<file path="src/rtl/embedded_io_soc_pkg.sv">
// Shared types and constants for the SoC-side embedded-I/O controller.
package embedded_io_soc_pkg;

  typedef enum logic [1:0] {
    ISOLATED = 2'd0,
    SETTLE   = 2'd1,
    ACTIVE   = 2'd2
  } iso_state_e;

  localparam int unsigned NUM_IO_DEFAULT        = 8;
  localparam int unsigned SYNC_STAGES_DEFAULT   = 2;
  localparam int unsigned SETTLE_CYCLES_DEFAULT = 16;

  localparam logic DIR_FABRIC_DRIVES = 1'b0;

endpackage

</file>
<file path="src/rtl/io_sync_chain.sv">
// Multi-flop synchroniser for asynchronous fabric signals; synchronous reset to RESET_VAL.
module io_sync_chain #(
  parameter int unsigned      WIDTH     = 1,
  parameter int unsigned      STAGES    = 2,
  parameter logic [WIDTH-1:0] RESET_VAL = '0
) (
  input  logic             i_clk,
  input  logic             i_rst_n,
  input  logic [WIDTH-1:0] i_d,
  output logic [WIDTH-1:0] o_q
);

  logic [WIDTH-1:0] r_chain [STAGES];

  always_ff @(posedge i_clk) begin
    if (!i_rst_n) begin
      for (int i = 0; i < int'(STAGES); i++) begin
        r_chain[i] <= RESET_VAL;
      end
    end else begin
      r_chain[0] <= i_d;
      for (int i = 1; i < int'(STAGES); i++) begin
        r_chain[i] <= r_chain[i-1];
      end
    end
  end

  assign o_q = r_chain[STAGES-1];

endmodule

</file>
<file path="src/rtl/embedded_io_soc_ctrl.sv">
// SoC-side embedded-I/O controller: isolation sequencing, SOC_IN drive, qualified
// read-back of fabric outputs and sticky rising-edge interrupts.
module embedded_io_soc_ctrl
  import embedded_io_soc_pkg::*;
#(
  parameter int unsigned NUM_IO        = NUM_IO_DEFAULT,
  parameter int unsigned SYNC_STAGES   = SYNC_STAGES_DEFAULT,
  parameter int unsigned SETTLE_CYCLES = SETTLE_CYCLES_DEFAULT
) (
  input  logic              CK,
  input  logic              RSTN,
  input  logic              CONFIG_DONE,
  input  logic              ISOL_REQ,
  output logic              IO_ISOL_N,
  output logic [NUM_IO-1:0] SOC_IN,
  input  logic [NUM_IO-1:0] SOC_OUT,
  input  logic [NUM_IO-1:0] SOC_DIR,
  input  logic              WR_EN,
  input  logic [NUM_IO-1:0] WR_DATA,
  output logic [NUM_IO-1:0] RD_DATA,
  output logic [NUM_IO-1:0] RD_DIR,
  input  logic [NUM_IO-1:0] IRQ_MASK,
  input  logic [NUM_IO-1:0] IRQ_CLR,
  output logic [NUM_IO-1:0] IRQ_STATUS,
  output logic              IRQ,
  output logic [1:0]        STATE
);

  localparam int unsigned CntW = (SETTLE_CYCLES > 1) ? $clog2(SETTLE_CYCLES) : 1;
  localparam logic [CntW-1:0] CntLoad = CntW'(SETTLE_CYCLES - 1);

  logic              w_cd_s;
  logic [NUM_IO-1:0] w_out_s;
  logic [NUM_IO-1:0] w_dir_s;

  io_sync_chain #(
    .WIDTH     (1),
    .STAGES    (SYNC_STAGES),
    .RESET_VAL (1'b0)
  ) u_sync_cd (
    .i_clk   (CK),
    .i_rst_n (RSTN),
    .i_d     (CONFIG_DONE),
    .o_q     (w_cd_s)
  );

  io_sync_chain #(
    .WIDTH     (NUM_IO),
    .STAGES    (SYNC_STAGES),
    .RESET_VAL ({NUM_IO{1'b0}})
  ) u_sync_out (
    .i_clk   (CK),
    .i_rst_n (RSTN),
    .i_d     (SOC_OUT),
    .o_q     (w_out_s)
  );

  // Direction resets to "not fabric-driven" so nothing qualifies before the fabric speaks.
  io_sync_chain #(
    .WIDTH     (NUM_IO),
    .STAGES    (SYNC_STAGES),
    .RESET_VAL ({NUM_IO{1'b1}})
  ) u_sync_dir (
    .i_clk   (CK),
    .i_rst_n (RSTN),
    .i_d     (SOC_DIR),
    .o_q     (w_dir_s)
  );

  iso_state_e        r_state, w_state_d;
  logic [CntW-1:0]   r_cnt, w_cnt_d;
  logic              r_isol_n;
  logic [NUM_IO-1:0] r_soc_in;
  logic [NUM_IO-1:0] r_rd_data, w_rd_data_d;
  logic [NUM_IO-1:0] r_rd_dir;
  logic [NUM_IO-1:0] r_valid, w_valid;
  logic [NUM_IO-1:0] r_status, w_status_d, w_set;
  logic              r_irq;
  logic              w_go_iso;

  // Isolation always wins over counting down or advancing.
  always_comb begin
    w_state_d = r_state;
    w_cnt_d   = r_cnt;
    w_go_iso  = !w_cd_s || ISOL_REQ;
    unique case (r_state)
      ISOLATED: begin
        if (!w_go_iso) begin
          w_state_d = SETTLE;
          w_cnt_d   = CntLoad;
        end
      end
      SETTLE: begin
        if (w_go_iso) begin
          w_state_d = ISOLATED;
        end else if (r_cnt == '0) begin
          w_state_d = ACTIVE;
        end else begin
          w_cnt_d = r_cnt - 1'b1;
        end
      end
      ACTIVE: begin
        if (w_go_iso) begin
          w_state_d = ISOLATED;
        end
      end
      default: w_state_d = ISOLATED;
    endcase
  end

  always_comb begin
    w_valid = '0;
    for (int i = 0; i < int'(NUM_IO); i++) begin
      w_valid[i] = (w_dir_s[i] == DIR_FABRIC_DRIVES) && (r_state == ACTIVE);
    end
    w_rd_data_d = (w_valid & w_out_s) | (~w_valid & r_rd_data);
    // Requiring valid in two consecutive cycles suppresses edges on entering valid.
    w_set       = r_valid & w_valid & w_out_s & ~r_rd_data & IRQ_MASK;
    w_status_d  = (r_status & ~IRQ_CLR) | w_set;
  end

  always_ff @(posedge CK) begin
    if (!RSTN) begin
      r_state   <= ISOLATED;
      r_cnt     <= '0;
      r_isol_n  <= 1'b0;
      r_soc_in  <= '0;
      r_rd_data <= '0;
      r_rd_dir  <= '1;
      r_valid   <= '0;
      r_status  <= '0;
      r_irq     <= 1'b0;
    end else begin
      r_state   <= w_state_d;
      r_cnt     <= w_cnt_d;
      r_isol_n  <= (w_state_d == ACTIVE);
      if (WR_EN) begin
        r_soc_in <= WR_DATA;
      end
      r_rd_data <= w_rd_data_d;
      r_rd_dir  <= w_dir_s;
      r_valid   <= w_valid;
      r_status  <= w_status_d;
      r_irq     <= |r_status;
    end
  end

  assign IO_ISOL_N  = r_isol_n;
  assign SOC_IN     = r_soc_in;
  assign RD_DATA    = r_rd_data;
  assign RD_DIR     = r_rd_dir;
  assign IRQ_STATUS = r_status;
  assign IRQ        = r_irq;
  assign STATE      = r_state;

endmodule

</file>
<file path="config.mk">
export PLATFORM = sky130hd
export DESIGN_NAME = embedded_io_soc_ctrl
export DESIGN_NICKNAME = d
export VERILOG_FILES = /design/src/rtl/embedded_io_soc_pkg.sv /design/src/rtl/io_sync_chain.sv /design/src/rtl/embedded_io_soc_ctrl.sv
export SDC_FILE = /design/constraint.sdc
export NUM_CORES = 1
export LEC_CHECK = 0
export ABC_AREA = 1
export BUFFER_PORTS_ARGS = -buffer_cell sky130_fd_sc_hd__buf_2
export CORE_AREA = 2 2 100 102
export DETAILED_ROUTE_END_ITERATION = 12
export DIE_AREA = 0 0 102 104
export MAX_ROUTING_LAYER = met4
export PLACE_DENSITY = 0.56
export SYNTH_ARGS = -nofsm -noshare
export SYNTH_HDL_FRONTEND = slang
export SYNTH_SLANG_ARGS = --single-unit
export TNS_END_PERCENT = 50
</file>
<file path="constraint.sdc">
create_clock -name CK -period 1.2 [get_ports CK]
set_input_delay 0.24 -clock CK [delete_from_list [all_inputs] [get_ports CK]]
set_output_delay 0.24 -clock CK [all_outputs]
set_load 0.005 [all_outputs]
</file>
* After elaboration in Yosys (flattened, before gate mapping)
Memory sizes are Yosys's and may differ from the RTL's.
Cells that the tools add are included.
** Operators by class
- Equality and inequality tests :: 6
- Magnitude comparators :: 0
- Mux-type cells :: 17
- Add/subtract/negate cells :: 1
- Shift-type cells :: 0
- Reduce and logical (&&, ||, !) cells :: 15
- Bitwise gates (word level) :: 26
- Multipliers :: 0
- Divide/modulo/power cells :: 0
** Operators by type and width (count)
- bitwise AND 8 bit :: 7
- 2-to-1 mux 8 bit :: 4
- NOT 8 bit :: 3
- OR 8 bit :: 2
- 2-to-1 mux 4 bit :: 3
- logical AND 1 bit :: 8
- 2-to-1 mux 2 bit :: 4
- NOT 1 bit :: 8
- one-hot mux 4 bit (2 select lines) :: 1
- OR reduction 8 bit :: 1
- inequality test 2 bit (second input constant) :: 3
- OR 1 bit :: 6
- one-hot mux 2 bit (3 select lines) :: 1
- equality test 2 bit (second input constant) :: 2
- zero test 4 bit :: 1
- 2-to-1 mux 1 bit :: 4
- AND reduction 4 bit :: 1
- subtractor 4 x 1 -> 4 bit (second input constant) :: 1
- equality test 2 x 1 -> 1 bit (second input constant) :: 1
- zero test 2 bit :: 1
- nonzero test 2 bit :: 1
- zero test 1 bit :: 1
- logical OR 1 bit :: 1
** Word-level totals
- Flip-flop bits (word level) :: 48
- Memory bits (writable) :: 34
- Memories kept :: 3
- Latch bits :: 0
- Memory bits (read-only) :: 0
- Bits of input ports :: 45
** Memories
- u_sync_dir.r_chain :: depth 2, width 8, read ports 2, clocked after memory_dff 0, wr ports 2, line io_sync_chain.sv:13 : logic [WIDTH-1:0] r_chain [STAGES];
- u_sync_out.r_chain :: depth 2, width 8, read ports 2, clocked after memory_dff 0, wr ports 2, line io_sync_chain.sv:13
- u_sync_cd.r_chain :: depth 2, width 1, read ports 2, clocked after memory_dff 0, wr ports 2, line io_sync_chain.sv:13

* Longest topological paths before layout
- Depth after elaboration :: 7
- Gate-level depth with buffers :: 7
- Gate-level depth less buffers :: 7

* Hierarchy
A second synthesis with hierarchy kept.
** Second synthesis, totals
- Cell total of the unflattened synthesis :: 342
- Area, all modules :: 2864.0 µm²
** By module, submodules not included
- embedded_io_soc_ctrl :: sequential area each 960.9 µm², area an instance 1725.4 µm², instances 1, cells each 220
- io_sync_chain at u_sync_out :: sequential area each 320.3 µm², area an instance 544.3 µm², instances 1, cells each 58
- io_sync_chain at u_sync_dir :: sequential area each 320.3 µm², area an instance 539.3 µm², instances 1, cells each 58
- io_sync_chain at u_sync_cd :: sequential area each 40.0 µm², area an instance 55.1 µm², instances 1, cells each 6

* Least setup slack after synthesis
Ideal clock, no wire load.
- Kind :: flip-flop to flip-flop
- Start :: register r_cnt[0]
- End :: register r_cnt[2]
- Slack :: 0.067 ns
- Clock period less this slack :: 1.133 ns
- Path buffers :: 0
- Stages on the path, launching flop included :: 8
- Data arrival time :: 1.063 ns
- Cells stage by stage :: dfxtp_1 > inv_1 > ha_1 > inv_1 > or2_2 > nand3_1 > nand2_1 > a21oi_1
** Between the ends
- Longest elaborated chain between the ends :: 4
- Elaborated cells between the ends (all ways) :: 7
- Those cells by class :: add/sub (1); eq/ne (1); mux (3); reduce/logical (2)
** RTL lines
- from (decl) :: line embedded_io_soc_ctrl.sv:71 : logic [CntW-1:0] r_cnt, w_cnt_d;
- from (signal assigned) :: line embedded_io_soc_ctrl.sv:135 : r_cnt <= w_cnt_d;
- subtractor 4 x 1 -> 4 bit :: line embedded_io_soc_ctrl.sv:99 : w_cnt_d = r_cnt - 1'b1;
- 2-to-1 mux 4 bit :: line embedded_io_soc_ctrl.sv:96 : end else if (r_cnt == '0) begin
- 2-to-1 mux 4 bit :: line embedded_io_soc_ctrl.sv:94 : if (w_go_iso) begin
- one-hot mux 4 bit (2 select lines) :: line embedded_io_soc_ctrl.sv:86 : unique case (r_state)
Several ways; a longest one is shown, not always the timed one. The select of a mux whose other input is x is not followed.
A chain may end at the register's enable or synchronous reset.

* Worst setup path after layout
- Start :: register r_status[1] (netlist: IRQ_STATUS[1])
- End :: output IRQ_STATUS[1]
** RTL lines
- from (decl) :: line embedded_io_soc_ctrl.sv:77 : logic [NUM_IO-1:0] r_status, w_status_d, w_set;
- from (signal assigned) :: line embedded_io_soc_ctrl.sv:143 : r_status <= w_status_d;
- to (decl) :: line embedded_io_soc_ctrl.sv:24 : output logic [NUM_IO-1:0] IRQ_STATUS,
No word-level cell between the ends.

==> flow_summary.html <==
<table>
<tr><th>Metric</th><th>Value</th></tr>
<tr><th colspan="2">Status</th></tr>
<tr><td>Status</td><td>completed</td></tr>
<tr><th colspan="2">Die</th></tr>
<tr><td>I/O Pins</td><td>81</td></tr>
<tr><td># rows</td><td>36</td></tr>
<tr><td>Total core area</td><td>approximately 9500 µm²</td></tr>
<tr><td>Die Height</td><td>between 100 and 150 µm</td></tr>
<tr><td>Starting density of the core</td><td>0.2828</td></tr>
<tr><td>Area of the die</td><td>10610 µm²</td></tr>
<tr><td>Die width</td><td>between 100 and 150 µm</td></tr>
<tr><th colspan="2">Critical path</th></tr>
<tr><td>Destination of the worst register-to-register timing path</td><td>r_cnt[2]</td></tr>
<tr><td>Top delay family on crit path</td><td>flip-flops</td></tr>
<tr><td>FF-to-FF path depth</td><td>7</td></tr>
<tr><td>Launching element of the worst setup path</td><td>IRQ_STATUS[1]</td></tr>
<tr><td>Category of the critical setup timing path</td><td>register to output port</td></tr>
<tr><td>Crit path largest cell delay</td><td>slightly below 0.4 ns</td></tr>
<tr><td>Number of stages on the worst setup path</td><td>1</td></tr>
<tr><td>Critical-path maximum fanout</td><td>3</td></tr>
<tr><td>Chain of cells forming the critical path</td><td>buf_2</td></tr>
<tr><td>Cell with the largest stage delay on the worst path</td><td>sky130_fd_sc_hd__dfxtp_1</td></tr>
<tr><td>Worst Setup Start Kind</td><td>register</td></tr>
<tr><td>Count of buffer and inverter cells on the critical path</td><td>1</td></tr>
<tr><td>Setup slack on the worst flop-to-flop path</td><td>~0.10 ns</td></tr>
<tr><td>Kind of end point of the critical path</td><td>output port</td></tr>
<tr><td>Data arrival time of the worst path</td><td>between 0.8 and 0.9 ns</td></tr>
<tr><td>Worst EP required</td><td>approximately 0.96 ns</td></tr>
<tr><td>Reg2Reg Launch Point</td><td>r_cnt[0]</td></tr>
<tr><th colspan="2">Synthesis</th></tr>
<tr><td>Post-Syn Area per Cell</td><td>8.710 µm²</td></tr>
<tr><td>Net Count, Synth</td><td>about 360</td></tr>
<tr><td>Post-Synth XOR/XNOR Area</td><td>0</td></tr>
<tr><td>Mux share of post-synthesis cell area</td><td>0</td></tr>
<tr><td>Cell Area, Synth</td><td>approximately 2700 µm²</td></tr>
<tr><td>Synthesized instance count</td><td>310</td></tr>
<tr><td>Share of synthesized area occupied by flip-flops and latches</td><td>0.6080</td></tr>
<tr><td>Yosys Warn Count</td><td>0</td></tr>
<tr><td>Synth cell types</td><td>19</td></tr>
<tr><td>Area share of and/or/nand/nor cells after synthesis</td><td>0.2386</td></tr>
<tr><td>Post-Synth Adder-Cell Area</td><td>0.004634</td></tr>
<tr><td>Synthesized-area fraction occupied by ao, oa, aoi and oai cells</td><td>0.06905</td></tr>
<tr><td>Main combinational cell family by area after synthesis</td><td>simple AND/OR/NAND/NOR gates</td></tr>
<tr><td>Post-synthesis register bit count</td><td>a little over 80</td></tr>
<tr><th colspan="2">Pwr</th></tr>
<tr><td>Switch share</td><td>0.2274</td></tr>
<tr><td>Fraction of power consumed by combinational cells</td><td>0.051</td></tr>
<tr><td>Pwr dens</td><td>1508 nW/µm²</td></tr>
<tr><td>Part of the total power dissipated in sequential elements</td><td>0.528</td></tr>
<tr><td>Relative contribution of the clock network to total power</td><td>0.421</td></tr>
<tr><td>Design internal power</td><td>between 4 and 5 mW</td></tr>
<tr><td>Net switching power of the design</td><td>around 1.2 mW</td></tr>
<tr><td>Worst voltage drop across the vdd grid</td><td>a little under 0.8 mV</td></tr>
<tr><td>Reported leakage power</td><td>around 1.7 nW</td></tr>
<tr><th colspan="2">GRT</th></tr>
<tr><td>Global-route wire length before repair</td><td>9128 µm</td></tr>
<tr><td>Antenna violations before repair</td><td>0</td></tr>
<tr><td>GRT Total Usage</td><td>0.1135</td></tr>
<tr><td>Total global routing overflow</td><td>0</td></tr>
<tr><td>Maximum number of pins on one net before global-route repair</td><td>30</td></tr>
<tr><td>Via count of the first global-routing pass</td><td>2026</td></tr>
<tr><th colspan="2">Worst hold path</th></tr>
<tr><td>Worst min-delay path endpoint</td><td>u_sync_out.r_chain[0][7]</td></tr>
<tr><td>Type of the tightest min-delay check</td><td>input pin to register</td></tr>
<tr><td>Worst hold path startpoint</td><td>SOC_OUT[7]</td></tr>
<tr><td>Min-Delay Path Depth</td><td>3</td></tr>
<tr><th colspan="2">Routing</th></tr>
<tr><td># DRC</td><td>0</td></tr>
<tr><td>DRC marker count from the first detailed-route iteration</td><td>38</td></tr>
<tr><td>Average wire length per cell after detail routing</td><td>approximately 11 µm</td></tr>
<tr><td>Vias</td><td>2170</td></tr>
<tr><td>Final wirelength</td><td>5740 µm</td></tr>
<tr><td>1st-pass router iterations</td><td>4</td></tr>
<tr><td>Number of nets with antenna violations after routing</td><td>0</td></tr>
<tr><td>Vias per Instance</td><td>4.056</td></tr>
<tr><th colspan="2">Job</th></tr>
<tr><td>Maximum Capacitance Violations</td><td>0</td></tr>
<tr><th colspan="2">Timing</th></tr>
<tr><td>Transition at the pin with the smallest max-transition slack</td><td>approximately 0.28 ns</td></tr>
<tr><td>FMAX</td><td>0.8990 GHz</td></tr>
<tr><td>Slew HR</td><td>0.8122</td></tr>
<tr><td>Skew final</td><td>between 0.01 and 0.015 ns</td></tr>
<tr><td>Unrepaired setup endpoints after global routing</td><td>yes</td></tr>
<tr><td>Finish-stage setup viols</td><td>0</td></tr>
<tr><td>Fin crit period</td><td>1.112 ns</td></tr>
<tr><td>Total count of hold-check failures in the final report</td><td>0</td></tr>
<tr><td>Setup slack after layout</td><td>0.08769 ns</td></tr>
<tr><td>Final count of pins violating max slew</td><td>0</td></tr>
<tr><td>Final clock period utilization by the worst path</td><td>0.9269</td></tr>
<tr><td>Final total negative setup slack</td><td>0 ns</td></tr>
<tr><th colspan="2">Cells and area</th></tr>
<tr><td>Post-synthesis to final-layout area growth</td><td>32.11%</td></tr>
<tr><td>Multi-input gate area</td><td>879.6 µm²</td></tr>
<tr><td>Fill cells</td><td>approximately 1k</td></tr>
<tr><td>Sequential cell area</td><td>approximately 1600 µm²</td></tr>
<tr><td>Fraction of final layout cells with drive strength greater than 1</td><td>0.3582</td></tr>
<tr><td>Final Non-Filler Cells</td><td>roughly 540</td></tr>
<tr><td>Number of antenna cells inserted</td><td>0</td></tr>
<tr><td>NumNets Final</td><td>443</td></tr>
<tr><th colspan="2">Clocking</th></tr>
<tr><td>Cts bufs inserted</td><td>9</td></tr>
<tr><td>Clock insertion delay at the later pin of the skew report</td><td>0.35 ns</td></tr>
<tr><td>H-Tree Depth</td><td>3</td></tr>
<tr><td>Clock tree from TritonCTS</td><td>yes</td></tr>
<tr><td>Clock transition at path regs</td><td>around 0.090 ns</td></tr>
<tr><td>Buffers from clock root to sink, at most</td><td>2</td></tr>
<tr><td>Clock Sink Count</td><td>a little over 80</td></tr>
<tr><td>Root Buffer Master</td><td>sky130_fd_sc_hd__clkbuf_8</td></tr>
<tr><th colspan="2">Placement</th></tr>
<tr><td>Global placement routability congestion</td><td>0.7829</td></tr>
<tr><td>Place WS</td><td>-0.01264 ns</td></tr>
<tr><td># placed instances</td><td>approximately 520</td></tr>
<tr><td>Half-perimeter wire length after detailed placement</td><td>approximately 4200 µm</td></tr>
<tr><td>Input/output buffers</td><td>80</td></tr>
</table>
per-layer routing:
layer | wire length, µm | part of all wire | track usage
met1 | 2588 | 0.45 | 0.1301
met3 | 460 | 0.080 | 0.05376
met4 | 34 | 0.0059 | 0.02381
met5 | 0 | 0 | -
met2 | 2657 | 0.46 | 0.1809
cells in the final DEF (no fill, tap or decap), types with 4 or more instances in the layout:
master,Yosys,routed
sky130_fd_sc_hd__buf_2,7,80
sky130_fd_sc_hd__nand4_1,7,7
sky130_fd_sc_hd__nor2_4,4,5
sky130_fd_sc_hd__or2_2,24,23
sky130_fd_sc_hd__inv_1,44,40
sky130_fd_sc_hd__nand3_1,5,4
sky130_fd_sc_hd__a21oi_1,18,17
sky130_fd_sc_hd__nand2_1,43,42
sky130_fd_sc_hd__o21ai_0,18,18
sky130_fd_sc_hd__nor2_1,47,45
sky130_fd_sc_hd__inv_2,0,4
sky130_fd_sc_hd__dfxtp_1,82,79
sky130_fd_sc_hd__clkbuf_8,0,9
worst register-to-register path, stage by stage (launching register included):
cell	delay, ns
sky130_fd_sc_hd__dfxtp_2	0.34
sky130_fd_sc_hd__inv_2	0.08
sky130_fd_sc_hd__ha_4	0.14
sky130_fd_sc_hd__inv_1	0.04
sky130_fd_sc_hd__or2_4	0.22
sky130_fd_sc_hd__nand3_2	0.06
sky130_fd_sc_hd__nand2_2	0.05
sky130_fd_sc_hd__a21oi_2	0.11
metrics by stage:
stage / utilization / hold WS, ns / power, mW / cell area (µm²)
3_3_place_gp: 0.3439 / 0.3957 / 3.172 / 3284
6_report: 0.3736 / 0.06580 / 5.379 / 3567
4_1_cts: 0.3688 / 0.04438 / 5.444 / 3522
5_1_grt: 0.3736 / 0.04749 / 5.620 / 3567
3_5_place_dp: 0.3439 / 0.3984 / 3.175 / 3284
2_1_floorplan: - / 0.3376 / 3.026 / 2700
synth_stat cells:
library cell               instances  area [µm²]
sky130_fd_sc_hd__ha_1              1       12.51
sky130_fd_sc_hd__nor2_1           47       176.4
sky130_fd_sc_hd__nor4_1            2       12.51
sky130_fd_sc_hd__nand3_1           5       25.02
sky130_fd_sc_hd__or2_2            24       150.1
sky130_fd_sc_hd__buf_6             1       11.26
sky130_fd_sc_hd__o21ai_0          18       90.09
sky130_fd_sc_hd__a31oi_1           1       6.260
sky130_fd_sc_hd__clkbuf_1          1       3.750
sky130_fd_sc_hd__nand3b_1          1       7.510
sky130_fd_sc_hd__nand2_2           2       12.51
sky130_fd_sc_hd__inv_1            44       165.2
sky130_fd_sc_hd__nor3_1            2       10.01
sky130_fd_sc_hd__nor2_4            4       45.04
sky130_fd_sc_hd__buf_2             7       35.03
sky130_fd_sc_hd__nand2_1          43       161.4
sky130_fd_sc_hd__nand4_1           7       43.79
sky130_fd_sc_hd__dfxtp_1          82        1642
sky130_fd_sc_hd__a21oi_1          18       90.09
sequential cells by signal, indices dropped and copies added, names as in the netlist, named ones only:
name / cells
r_cnt: 4
STATE: 2
u_sync_dir.r_chain: 16
r_valid: 8
u_sync_cd.r_chain: 2
IRQ_STATUS: 8
IRQ: 1
SOC_IN: 8
IO_ISOL_N: 1
RD_DIR: 8
u_sync_out.r_chain: 16
power groups by stage:
stage / registers, mW / clock network [mW] / logic [mW]
global route: 2.85 / 2.45 / 0.316
CTS: 2.84 / 2.33 / 0.272
global placement: 2.90 / 0 / 0.268
floorplan: 2.90 / 0 / 0.127
finish: 2.84 / 2.26 / 0.275
detailed placement: 2.90 / 0 / 0.271
layout make-up:
type	count	share of cell area
Multi-Input combinational cell	175	0.2466
Inverter	44	0.04630
Timing Repair Buffer	85	0.1333
Tap cell	133	0.04665
Sequential cell	82	0.4612
Clock inverter	7	0.03122
Clock buffer	9	0.03472
cell families (layout without fill, tap and decap cells):
group / count (synthesis) / count (layout)
flip-flops: 82 / 82
AND/OR/NAND/NOR: 137 / 137
AO/OA/AOI/OAI: 37 / 37
buffers and inverters: 53 / 145
adder cells (fa/ha/maj): 1 / 1
worst max-delay path by stage:
stage                                to  slack (ns)
after floorplan                r_cnt[2]        0.07
after global routing           r_cnt[3]       -0.01
final                     IRQ_STATUS[1]        0.09
after global placement         r_cnt[2]        0.02
after CTS                      r_cnt[2]       0.004
after detailed placement       r_cnt[2]       -0.01
repair_timing:
action,in CTS,in global routing
cloned,0,0
hold buffers,0,0
setup endpoints to repair,2,8
gates resized for setup,2,14
pin swaps,0,4
setup buffers,0,1
Note: power is estimated with default switching activity, not from simulation.
